--- src/rtl/bcd_to_bin.sv ---
// Sequential signed-decimal to two's-complement converter using reverse double-dabble.
// start/busy/done handshake; illegal digits and out-of-range magnitudes are flagged.
module bcd_to_bin #(
  parameter int unsigned DIGITS = 3,
  parameter int unsigned WIDTH  = 8
) (
  input  logic                  clk,
  input  logic                  rst,
  input  logic                  start,
  input  logic [4*DIGITS-1:0]   bcd_in,
  input  logic                  neg,
  output logic                  busy,
  output logic                  done,
  output logic [WIDTH-1:0]      bin_out,
  output logic                  err_digit,
  output logic                  err_range
);

  localparam int unsigned MW   = 4 * DIGITS;
  localparam int unsigned ITER = MW;
  localparam int unsigned CW   = $clog2(ITER + 1);
  localparam int unsigned EW   = ((MW > WIDTH) ? MW : WIDTH) + 1;

  typedef enum logic [1:0] {
    StIdle,
    StShift,
    StFinish
  } state_e;

  state_e           state_q, state_d;
  logic [MW-1:0]    bcd_q, bcd_d;
  logic [MW-1:0]    mag_q, mag_d;
  logic [CW-1:0]    cnt_q, cnt_d;
  logic             neg_q, neg_d;
  logic             dig_bad_q, dig_bad_d;
  logic             busy_q, busy_d;
  logic             done_q, done_d;
  logic [WIDTH-1:0] bin_q, bin_d;
  logic             err_digit_q, err_digit_d;
  logic             err_range_q, err_range_d;

  function automatic logic any_digit_bad(input logic [MW-1:0] v);
    logic bad;
    bad = 1'b0;
    for (int i = 0; i < int'(DIGITS); i++) begin
      if (v[4*i +: 4] > 4'd9) bad = 1'b1;
    end
    return bad;
  endfunction

  // One reverse double-dabble step on the combined {bcd, mag} register.
  function automatic logic [2*MW-1:0] shift_step(input logic [MW-1:0] b,
                                                 input logic [MW-1:0] m);
    logic [2*MW-1:0] sr;
    sr = {b, m} >> 1;
    for (int i = 0; i < int'(DIGITS); i++) begin
      if (sr[MW + 4*i +: 4] >= 4'd8) sr[MW + 4*i +: 4] = sr[MW + 4*i +: 4] - 4'd3;
    end
    return sr;
  endfunction

  // Range test on the full-width magnitude, before truncation.
  logic [EW-1:0]    mag_ext;
  logic [EW-1:0]    mag_hi;
  logic             pos_ok;
  logic             neg_ok;
  logic [WIDTH-1:0] mag_trunc;

  always_comb begin
    mag_ext   = EW'(mag_q);
    mag_hi    = mag_ext >> (WIDTH - 1);
    pos_ok    = (mag_hi == '0);
    neg_ok    = pos_ok || (mag_ext == (EW'(1) << (WIDTH - 1)));
    mag_trunc = mag_ext[WIDTH-1:0];
  end

  always_comb begin
    state_d     = state_q;
    bcd_d       = bcd_q;
    mag_d       = mag_q;
    cnt_d       = cnt_q;
    neg_d       = neg_q;
    dig_bad_d   = dig_bad_q;
    busy_d      = busy_q;
    done_d      = 1'b0;
    bin_d       = bin_q;
    err_digit_d = err_digit_q;
    err_range_d = err_range_q;

    case (state_q)
      StIdle: begin
        busy_d = 1'b0;
        if (start) begin
          bcd_d     = bcd_in;
          mag_d     = '0;
          neg_d     = neg;
          dig_bad_d = any_digit_bad(bcd_in);
          cnt_d     = '0;
          busy_d    = 1'b1;
          state_d   = StShift;
        end
      end

      StShift: begin
        // Terminal count takes one extra edge with no shift before FINISH.
        if (cnt_q == CW'(ITER)) begin
          state_d = StFinish;
        end else begin
          {bcd_d, mag_d} = shift_step(bcd_q, mag_q);
          cnt_d          = cnt_q + 1'b1;
        end
      end

      StFinish: begin
        done_d  = 1'b1;
        busy_d  = 1'b0;
        state_d = StIdle;
        if (dig_bad_q) begin
          bin_d       = '0;
          err_digit_d = 1'b1;
          err_range_d = 1'b0;
        end else if ((!neg_q && !pos_ok) || (neg_q && !neg_ok)) begin
          bin_d       = '0;
          err_digit_d = 1'b0;
          err_range_d = 1'b1;
        end else begin
          bin_d       = neg_q ? (WIDTH'(0) - mag_trunc) : mag_trunc;
          err_digit_d = 1'b0;
          err_range_d = 1'b0;
        end
      end

      default: begin
        state_d = StIdle;
        busy_d  = 1'b0;
      end
    endcase
  end

  always_ff @(posedge clk or negedge rst) begin
    if (!rst) begin
      state_q     <= StIdle;
      bcd_q       <= '0;
      mag_q       <= '0;
      cnt_q       <= '0;
      neg_q       <= 1'b0;
      dig_bad_q   <= 1'b0;
      busy_q      <= 1'b0;
      done_q      <= 1'b0;
      bin_q       <= '0;
      err_digit_q <= 1'b0;
      err_range_q <= 1'b0;
    end else begin
      state_q     <= state_d;
      bcd_q       <= bcd_d;
      mag_q       <= mag_d;
      cnt_q       <= cnt_d;
      neg_q       <= neg_d;
      dig_bad_q   <= dig_bad_d;
      busy_q      <= busy_d;
      done_q      <= done_d;
      bin_q       <= bin_d;
      err_digit_q <= err_digit_d;
      err_range_q <= err_range_d;
    end
  end

  assign busy      = busy_q;
  assign done      = done_q;
  assign bin_out   = bin_q;
  assign err_digit = err_digit_q;
  assign err_range = err_range_q;

endmodule

--- config.mk ---
export PLATFORM = sky130hd
export DESIGN_NAME = bcd_to_bin
export DESIGN_NICKNAME = d
export VERILOG_FILES = /design/src/rtl/bcd_to_bin.sv
export SDC_FILE = /design/constraint.sdc
export NUM_CORES = 1
export LEC_CHECK = 0
export CORE_UTILIZATION = 44
export CTS_BUF_LIST = sky130_fd_sc_hd__clkbuf_8
export DETAILED_ROUTE_END_ITERATION = 10
export GPL_ROUTABILITY_DRIVEN = 0
export PLACE_DENSITY = 0.7
export SLEW_MARGIN = 20
export SYNTH_ARGS = -nofsm -noshare
export SYNTH_HDL_FRONTEND = slang
export SYNTH_SLANG_ARGS = --single-unit
--- constraint.sdc ---
create_clock -name clk -period 2.6 [get_ports clk]
set_clock_uncertainty 0.15 [all_clocks]
set_input_delay 0.39 -clock clk [delete_from_list [all_inputs] [get_ports clk]]
set_output_delay 0.39 -clock clk [all_outputs]
set_load 0.01 [all_outputs]
==> impl_summary.txt, run 1 <==
----------------------------------------------------
[Floorplan]
  Die Span X ... 70.85 µm
  Effective utilization at floorplan ... 46.93%
  Vert. Die Dim ... 70.85 µm
  Number of core rows ... 24
  Area of the die ... 0.005020 mm²
  Number of top-level pins ... 28
  Std-Cell Core Area ... 0.004444 mm²

[Finish]
  Number of nets in the layout ... 259
  Footprint of the multi-input gates ... 900.9 µm²
  Final core utilization ... 56.67%
  Most frequent cells in the layout ... 44 x sky130_fd_sc_hd__dfrtp_1, 28 x sky130_fd_sc_hd__nand2_1, 26 x sky130_fd_sc_hd__clkdlybuf4s50_1
  Number of antenna repair diodes ... 0
  Synth-to-layout area growth ... 20.76%
  Most frequent standard cell in the layout excluding fill and tap cells ... sky130_fd_sc_hd__dfrtp_1
  Number of inserted filler cells in the final layout ... 403
  Total area of sequential cells ... 0.001101 mm²
  Non-filler cells, final ... 289
  Fraction of final layout cells sized beyond drive strength 1 ... 8.017%

[Synthesis]
  Cell types with the largest area share after synthesis ... sky130_fd_sc_hd__dfrtp_1 53%, sky130_fd_sc_hd__nand2_1 5.0%, sky130_fd_sc_hd__a22o_1 4.2%, sky130_fd_sc_hd__ha_1 4.2%, sky130_fd_sc_hd__o21ai_0 4.1%
  Synthesized area per cell ... 10.17 µm²
  Number of distinct library cells after synthesis ... 35
  Number of enable-type register cells in the synthesized netlist ... 0
  Proportion of netlist area held by the largest area contributor ... 52.79%
  Post-synthesis instance total ... 205
  Fraction of the mapped netlist area in compound gates ... 17.94%
  Fraction of synthesized area in multiplexers ... 1.980%
  Library cell occupying the most area in the post-synthesis netlist ... sky130_fd_sc_hd__dfrtp_1
  Total of warnings raised by yosys ... 0
  Sequential cell area fraction in the yosys report ... 52.79%
  Post-synthesis share of cell area spent on and, or, nand and nor gates ... 14.04%
  Primary FF master, synth ... sky130_fd_sc_hd__dfrtp_1
  Xor-xnor portion of the synthesized cell area ... 5.039%
  Cell area after synthesis ... 0.002086 mm²
  Number of storage elements in the synthesis netlist ... 44
  Mapped Nets ... 228
  Post-synth ARST share ... 100.0%
  Adder-cell share of the synthesized area ... 4.199%
  Largest family of logic cells by synthesized area ... compound AO/OA/AOI/OAI gates

[GRT]
  Via count of the first global-routing pass ... 1480
  Initial antenna violation count ... 0
  Largest net degree at the start of global routing ... 45
  Congestion Overflow GR ... 0
  GRT Total Usage ... 17.32%
  Wire length of the first global-routing pass ... 6.720 mm

[Drt]
  Total via count in the routed design ... 1515
  Iter 0 DRT Violations ... 88
  Average detailed-routed wire length per instance ... 13.15 µm
  Average via count per standard cell ... 5.242
  Remaining number of nets flagged by the antenna check after routing ... 0
  Wirelength, routed ... 3.800 mm
  Number of optimization iterations in the first detailed-route pass ... 6
  Highest metal used ... met4
  Post-route DRC violation count ... 0
  Met3 routed wirelength ... 139 µm
  Routed met2 length ... 1.868 mm
  Detailed-route wire length on metal 1 ... 1.729 mm

[Clock tree]
  TritonCTS clock tree ... done
  Total CTS buffers ... 5
  Cells resized by post-CTS repair ... 0
  Clock edge transition at the registers on the reported setup and hold paths ... 80 ps
  Number of H-tree branching levels ... 2
  Maximum clock insertion buffer count ... 2
  Clk sinks ... 44
  Clock root buffer master ... sky130_fd_sc_hd__clkbuf_8
  Worst skew pair latency ... 290 ps
  Post-CTS setup buffers ... 0

[Setup path]
  Most used cell, CP ... sky130_fd_sc_hd__inv_1
  Setup crit end kind ... register
  Critical path launch point type ... register
  Buffering stage count on the worst path with inverters included ... 2
  Arrival time at the worst endpoint ... 2180 ps
  Ordered cell list for the critical path ... inv_1, ha_1, and4_1, or3_1, inv_1, a21oi_1, a31oi_1
  Launch point of the critical path ... cnt_q[0]
  Worst Path Class, Setup ... reg -> reg
  Max incr delay on CP ... 420 ps
  Data required time at the worst endpoint ... 2660 ps
  Worst flop-to-flop path startpoint ... cnt_q[0]
  Cell family with the largest share of critical-path delay ... simple AND/OR/NAND/NOR gates
  Crit path max fanout ... 17
  Slowest stage cell, crit path ... sky130_fd_sc_hd__dfrtp_1

[Power]
  Worst IR Drop VDD ... 0.0004741 V
  Power per standard cell area ... 1136 mW/mm²
  Cell leakage power ... 1.143 nW

[Timing]
  # setup viols final ... 0
  Final Max Tran Viols ... 0
  Min Tclk post-route ... 2123 ps
  Setup TNS ... 0 ps
  Rel. slew slack ... 58.80%
  Final critical-path setup slack ... 476.7 ps
  Slew @ Worst Pin ... 612.4 ps
  Unrepaired setup endpoints after global routing ... no
  Hold Slack ... 329.3 ps
  Hold Vio Cnt, Final ... 0
  Highest Clock Rate ... 471.0 MHz
  Share of the clock period used by the worst path after layout ... 81.66%

[Run status]
  Result of the run ... finished, final reports clean

[Placement]
  Number of input and output port buffers inserted ... 27
  Worst slack at placement ... 485.9 ps
  Placed cell count ... 279
  HPWL after detailed placement ... 2.699 mm

[Min path]
  Hold/Removal Path Class ... reg -> reg
  Critical hold path startpoint ... busy

[Flow run]
  Total of max-cap violations ... 0

----------------------------------------------------
==> Yosys cell counts (all sizes together) (2+ instances only) <==
| cell type | n |
|---|---|
| a211o | 2 |
| a21oi | 7 |
| a22o | 12 |
| a31oi | 5 |
| buf | 5 |
| clkbuf | 3 |
| dfrtp | 44 |
| ha | 7 |
| inv | 11 |
| mux2i | 3 |
| nand2 | 28 |
| nand2b | 3 |
| nand3 | 4 |
| nor2 | 16 |
| nor2b | 3 |
| o21ai | 25 |
| o31ai | 2 |
| or3 | 3 |
| xnor2 | 5 |
| xor2 | 7 |
==> final timing paths <==
| path | endpoint | slack (ps) | cells after the start |
|---|---|---|---|
| setup / recovery | bcd_q[3] | 480 | 7 |
| setup reg to reg | bcd_q[3] | 480 | 7 |
| min in group asynchronous | bin_out[1] | 360 | 2 |
| hold reg to reg | busy | 330 | 1 |
| max in group asynchronous | mag_q[9] | 1490 | 3 |
| hold / removal | busy | 330 | 1 |
==> report_power, final <==
| part | total, mW | switching (mW) | internal, mW |
|---|---|---|---|
| Combinational | 1.25 | 0.653 | 0.596 |
| Clock | 0.433 | 0.221 | 0.212 |
| Sequential | 1.18 | 0.241 | 0.939 |
==> what timing repair did <==
action | in CTS | in global routing
hold buffers | 0 | 1
hold endpoints to repair | 0 | 12
endpoints found under the setup margin | 0 | 0
==> kinds of logic (layout without fill, tap and decap cells) <==
group                      count (synthesis)  count (layout)
muxes                                      4               4
buffers and inverters                     19              51
xor gates and xnor gates                  12              12
adders and majority gates                  7               7
and+or+nand+nor                           63              63
AOI/OAI and AO/OA                         56              56
DFF                                       44              44
==> routing by layer <==
metal	vias up	GRT usage, %
met3	6	4.416
met4	0	6.667
met1	715	21.40
met5	-	0
met2	33	29.27
li1	761	-
==> registers in the layout, summed over array words and instances (netlist names) <==
register / cells
mag_q: 12
state_q: 2
bin_out: 8
bcd_q: 12
err_digit: 1
neg_q: 1
cnt_q: 4
dig_bad_q: 1
busy: 1
done: 1
err_range: 1
==> per-stage QoR <==
step	power, mW	instance area (µm²)
finish	2.862	2519
global route	3.128	2519
CTS	2.895	2489
detailed placement	2.449	2396
global placement	2.412	2396
floorplan	2.136	2086
==> area by class of cell <==
cell class | instances | share of cell area (%)
clock buffers | 6 | 3.279
clock inverters | 2 | 0.3974
inverters | 11 | 1.639
multi-input cells | 142 | 35.77
flip-flops and latches | 44 | 43.72
well taps | 52 | 2.583
repair buffers | 32 | 12.62
No activity file was read; power rests on OpenSTA's default activity.
==> run 2, diff against run 1 <==
- clock period: 2.6 -> 2.14 ns (I/O delays scaled with it)
==> impl_summary.txt, run 2 (synthesis gave the netlist of run 1 again) <==
----------------------------------------------------
[Run status]
  Result of the run ... finished, final reports clean

[Floorplan]
  Effective utilization at floorplan ... 46.93% (unchanged)
  Number of top-level pins ... 28 (unchanged)
  Number of core rows ... 24 (unchanged)
  Std-Cell Core Area ... 0.004444 mm² (unchanged)
  Die Span X ... 70.85 µm (unchanged)
  Area of the die ... 0.005020 mm² (unchanged)
  Vert. Die Dim ... 70.85 µm (unchanged)

[Drt]
  Wirelength, routed ... 3.939 mm (+3.7%)
  Iter 0 DRT Violations ... 97 (+10%)
  Average via count per standard cell ... 5.285 (+0.82%)
  Remaining number of nets flagged by the antenna check after routing ... 0 (unchanged)
  Total via count in the routed design ... 1538 (+1.5%)
  Post-route DRC violation count ... 0 (unchanged)
  Number of optimization iterations in the first detailed-route pass ... 6 (unchanged)
  Average detailed-routed wire length per instance ... 13.54 µm (+2.9%)

[Clock tree]
  Clock edge transition at the registers on the reported setup and hold paths ... 90 ps (about the same)
  Clock root buffer master ... sky130_fd_sc_hd__clkbuf_8
  TritonCTS clock tree ... done
  Maximum clock insertion buffer count ... 2 (unchanged)
  Post-CTS setup buffers ... 0 (unchanged)
  Worst skew pair latency ... 300 ps (about the same)
  Total CTS buffers ... 5 (unchanged)
  Number of H-tree branching levels ... 2 (unchanged)
  Clk sinks ... 44 (unchanged)

[Min path]
  Hold/Removal Path Class ... reg -> reg
  Number of stages on the worst hold path ... 1 (unchanged)

[Timing]
  Final Max Tran Viols ... 0 (unchanged)
  Share of the clock period used by the worst path after layout ... 92.43% (+11 points)
  Hold Vio Cnt, Final ... 0 (unchanged)
  Final critical-path setup slack ... 162.0 ps (-314.7 ps)
  Highest Clock Rate ... 505.6 MHz (+7.3%)
  Slew @ Worst Pin ... 552.9 ps (-59.51 ps)
  Setup TNS ... 0 ps (unchanged)
  Unrepaired setup endpoints after global routing ... no
  Rel. slew slack ... 63.14% (+4.3 points)
  Min Tclk post-route ... 1978 ps (-145.3 ps)
  # setup viols final ... 0 (unchanged)

[Flow run]
  Total of max-cap violations ... 0 (unchanged)

[GRT]
  Initial antenna violation count ... 0 (unchanged)
  GRT Total Usage ... 18.35% (+1.0 points)
  Via count of the first global-routing pass ... 1488 (+0.54%)
  Wire length of the first global-routing pass ... 7.155 mm (+6.5%)
  Largest net degree at the start of global routing ... 45 (unchanged)
  Congestion Overflow GR ... 0 (unchanged)

[Finish]
  Non-filler cells, final ... 291 (+0.69%)
  Number of antenna repair diodes ... 0 (unchanged)
  Most frequent standard cell in the layout excluding fill and tap cells ... sky130_fd_sc_hd__dfrtp_1
  Fraction of final layout cells sized beyond drive strength 1 ... 8.787% (+0.77 points)
  Synth-to-layout area growth ... 21.48%
  Most frequent cells in the layout ... 44 x sky130_fd_sc_hd__dfrtp_1, 28 x sky130_fd_sc_hd__nand2_1, 26 x sky130_fd_sc_hd__clkdlybuf4s50_1
  Number of nets in the layout ... 261 (+0.77%)

[Setup path]
  Data required time at the worst endpoint ... 2220 ps (-440 ps)
  Worst Path Class, Setup ... reg -> reg
  Setup crit end kind ... register
  Critical path launch point type ... register
  Arrival time at the worst endpoint ... 2060 ps (-120 ps)
  Crit path max fanout ... 21 (+4)
  Cells on worst reg2reg path ... 7 (unchanged)

[Placement]
  HPWL after detailed placement ... 2.774 mm (+2.8%)
  Worst slack at placement ... 176.5 ps (-309.4 ps)
  Placed cell count ... 282 (+1.1%)
  Number of input and output port buffers inserted ... 27 (unchanged)

[Power]
  Power per standard cell area ... 1405 mW/mm² (+24%)
  Worst IR Drop VDD ... 0.0005392 V (+14%)
  Cell leakage power ... 1.154 nW (+0.96%)

----------------------------------------------------
## run 2: cell types whose count changed in the layout (fill, tap and decap cells not counted)
| cell | delta |
|---|---|
| sky130_fd_sc_hd__buf_4 | +2 |
## run 2: power breakdown
group / switching (mW) / internal, mW / leakage (nW)
clock: 0.284 / 0.258 / 0.0510
sequential: 0.292 / 1.14 / 0.566
combinational: 0.817 / 0.770 / 0.538
total: 1.39 / 2.17 / 1.15
## run 2: path summary, 6_finish.rpt
| kind | startpoint | slack, ps | endpoint |
|---|---|---|---|
| worst min register to register | busy | 330 | busy |
| worst max register to register | cnt_q[0] | 160 | bcd_q[2] |
| max in group asynchronous | rst | 990 | mag_q[8] |
| worst min-delay path | busy | 330 | busy |
| worst max-delay path | cnt_q[0] | 160 | bcd_q[2] |
| min in group asynchronous | rst | 470 | cnt_q[3] |
## run 2: metal layers
layer  global-route usage (%)  part of all wire (%)
met1                    25.93                    51
met2                    27.99                    43
met3                    3.561                   4.2
met4                    7.333                   1.6
met5                        0                     0
## run 2: repair_timing
action | 4_1_cts | 5_1_grt
hold buffers | 1 | 0
gates resized for setup | 0 | 0
hold endpoints to repair | 44 | 0
## run 2: critical path: stages, from the launching register on
cell	delay, ps
sky130_fd_sc_hd__dfrtp_1	410
sky130_fd_sc_hd__inv_1	60
sky130_fd_sc_hd__ha_1	200
sky130_fd_sc_hd__and4_1	190
sky130_fd_sc_hd__or3_1	360
sky130_fd_sc_hd__buf_4	220
sky130_fd_sc_hd__a211o_1	240
sky130_fd_sc_hd__o21ai_0	70
## run 2: stage by stage
step           instance area (µm²)  utilization [%]  power, mW  hold slack [ps]
2_1_floorplan                 2086                -      2.595           -124.6
3_3_place_gp                  2431            54.70      3.003            276.4
3_5_place_dp                  2431            54.70      3.055            282.1
4_1_cts                       2534            57.01      3.597            333.5
5_1_grt                       2534            57.01      3.904            357.3
6_report                      2534            57.01      3.561            333.9
## run 2: area by class of cell
cell class,count,area [µm²]
tap,52,65.06
timing repair buffer,34,332.8
multi-input combinational,142,900.9
sequential,44,1101
clock inverter,2,10.01
clock buffer,6,82.58
inverter,11,41.29
fill,403,1911
==> run 3, diff against run 2 <==
- CORE_MARGIN: default -> 3
==> impl_summary.txt, run 3 (synthesis gave the netlist of run 1 again) <==
----------------------------------------------------
[Clock tree]
  TritonCTS clock tree ... done
  Maximum clock insertion buffer count ... 2 (unchanged)
  Worst skew pair latency ... 300 ps (about the same)
  Post-CTS setup buffers ... 0 (unchanged)
  Clock root buffer master ... sky130_fd_sc_hd__clkbuf_8
  Number of H-tree branching levels ... 2 (unchanged)
  Clock edge transition at the registers on the reported setup and hold paths ... 80 ps (about the same)
  Total CTS buffers ... 5 (unchanged)
  Clk sinks ... 44 (unchanged)

[Setup path]
  Arrival time at the worst endpoint ... 2080 ps (+20 ps)
  Setup crit end kind ... register
  Worst Path Class, Setup ... reg -> reg
  Launch point of the critical path ... cnt_q[0]
  Data required time at the worst endpoint ... 2210 ps (about the same)
  Worst flop-to-flop path startpoint ... cnt_q[0]
  Critical path launch point type ... register
  Crit path max fanout ... 21 (unchanged)

[GRT]
  Wire length of the first global-routing pass ... 6.755 mm (-5.6%)
  Congestion Overflow GR ... 0 (unchanged)
  Largest net degree at the start of global routing ... 45 (unchanged)
  Initial antenna violation count ... 0 (unchanged)
  Via count of the first global-routing pass ... 1411 (-5.2%)
  GRT Total Usage ... 15.82% (-2.5 points)

[Finish]
  Synth-to-layout area growth ... 23.40%
  Most frequent cells in the layout ... 44 x sky130_fd_sc_hd__dfrtp_1, 28 x sky130_fd_sc_hd__nand2_1, 26 x sky130_fd_sc_hd__clkdlybuf4s50_1
  Fraction of final layout cells sized beyond drive strength 1 ... 9.959% (+1.2 points)
  Number of antenna repair diodes ... 0 (unchanged)
  Most frequent standard cell in the layout excluding fill and tap cells ... sky130_fd_sc_hd__dfrtp_1
  Number of nets in the layout ... 263 (+0.77%)

[Power]
  Power Total ... 3.698 mW (+3.9%)
  Cell leakage power ... 1.170 nW (+1.4%)
  Power per standard cell area ... 1437 mW/mm² (+2.2%)
  Worst IR Drop VDD ... 0.0005795 V (+7.5%)

[Timing]
  Unrepaired setup endpoints after global routing ... no
  Share of the clock period used by the worst path after layout ... 94.20% (+1.8 points)
  Highest Clock Rate ... 496.1 MHz (-1.9%)
  Slew @ Worst Pin ... 537.6 ps (-15.32 ps)
  Final Max Tran Viols ... 0 (unchanged)
  # setup viols final ... 0 (unchanged)
  Hold Vio Cnt, Final ... 0 (unchanged)
  Rel. slew slack ... 64.16% (+1.0 points)
  Min Tclk post-route ... 2016 ps (+37.86 ps)
  Setup TNS ... 0 ps (unchanged)
  Final critical-path setup slack ... 124.2 ps (-37.86 ps)

[Floorplan]
  Number of top-level pins ... 28 (unchanged)
  Effective utilization at floorplan ... 46.62% (-0.31 points)
  Die Span X ... 74.85 µm (+5.6%)
  Std-Cell Core Area ... 0.004474 mm² (+0.68%)
  Area of the die ... 0.005603 mm² (+12%)
  Number of core rows ... 24 (unchanged)
  Vert. Die Dim ... 74.85 µm (+5.6%)

[Min path]
  Critical hold path startpoint ... busy
  Hold/Removal Path Class ... reg -> reg

[Placement]
  HPWL after detailed placement ... 2.803 mm (+1.0%)
  Worst slack at placement ... 94.64 ps (-81.86 ps)
  Number of input and output port buffers inserted ... 27 (unchanged)

[Drt]
  Post-route DRC violation count ... 0 (unchanged)
  Number of optimization iterations in the first detailed-route pass ... 4 (-2)
  Average detailed-routed wire length per instance ... 13.13 µm (-3.0%)
  Wirelength, routed ... 3.847 mm (-2.3%)
  Iter 0 DRT Violations ... 59 (-39%)
  Remaining number of nets flagged by the antenna check after routing ... 0 (unchanged)
  Total via count in the routed design ... 1523 (-0.98%)
  Average via count per standard cell ... 5.198 (-1.7%)

[Run status]
  Result of the run ... finished, final reports clean

[Flow run]
  Total of max-cap violations ... 0 (unchanged)

----------------------------------------------------
[run 3: changes by cell type in the layout (fill, tap and decap cells not counted), sizes merged]
cell	before	now
buf	7	9
bufinv	0	1
clkbuf	6	7
clkinv	2	0
clkinvlp	0	1
inv	11	10
[run 3: final cells by class]
class                   count  area, µm²
inverters                  11      45.04
clock buffers               7      96.34
repair buffers             36      335.3
well taps                  52      65.06
multi-input cells         142      900.9
clock inverters             1      30.03
flip-flops and latches     44       1101
fillers                   389       1901
[run 3: worst paths after layout]
| kind | cells past startpoint | slack, ps | endpoint |
|---|---|---|---|
| setup / recovery | 7 | 120 | bcd_q[2] |
| hold / removal | 1 | 330 | busy |
| setup reg to reg | 7 | 120 | bcd_q[2] |
| hold reg to reg | 1 | 330 | busy |
| max in group asynchronous | 3 | 1010 | cnt_q[2] |
| min in group asynchronous | 3 | 460 | cnt_q[3] |
[run 3: power by group]
| group | switching [mW] | leakage (nW) | total, mW | internal [mW] |
|---|---|---|---|---|
| Sequential | 0.293 | 0.566 | 1.43 | 1.14 |
| Combinational | 0.814 | 0.540 | 1.58 | 0.765 |
| Clock | 0.274 | 0.0645 | 0.686 | 0.412 |
[run 3: metal layers]
metal	wire length, µm	up-vias	GRT usage, %
li1	-	774	-
met1	1864	709	21.81
met2	1721	34	23.79
met3	206	6	4.806
met4	55	0	5.336
met5	0	-	0
[run 3: repair_timing]
action	CTS	global route
setup endpoints to repair	0	3
endpoints found under the hold margin	44	0
resized for setup	0	1
hold buffers	1	0
[run 3: stage by stage]
stage / hold slack (ps) / area, µm² / cells / util (%)
after floorplan: -124.6 / 2086 / 205 / -
after global placement: 277.4 / 2434 / 284 / 54.39
after detailed placement: 274.6 / 2434 / 284 / 54.39
after CTS: 332.9 / 2570 / 293 / 57.44
after global routing: 349.7 / 2574 / 293 / 57.52
final: 329.5 / 2574 / 293 / 57.52
[run 3: worst max-delay path: stages (launching register included)]
cell                      delay [ps]
sky130_fd_sc_hd__dfrtp_1         410
sky130_fd_sc_hd__inv_1            60
sky130_fd_sc_hd__ha_1            200
sky130_fd_sc_hd__and4_1          190
sky130_fd_sc_hd__or3_1           400
sky130_fd_sc_hd__buf_4           230
sky130_fd_sc_hd__a211o_1         230
sky130_fd_sc_hd__o21ai_0          60
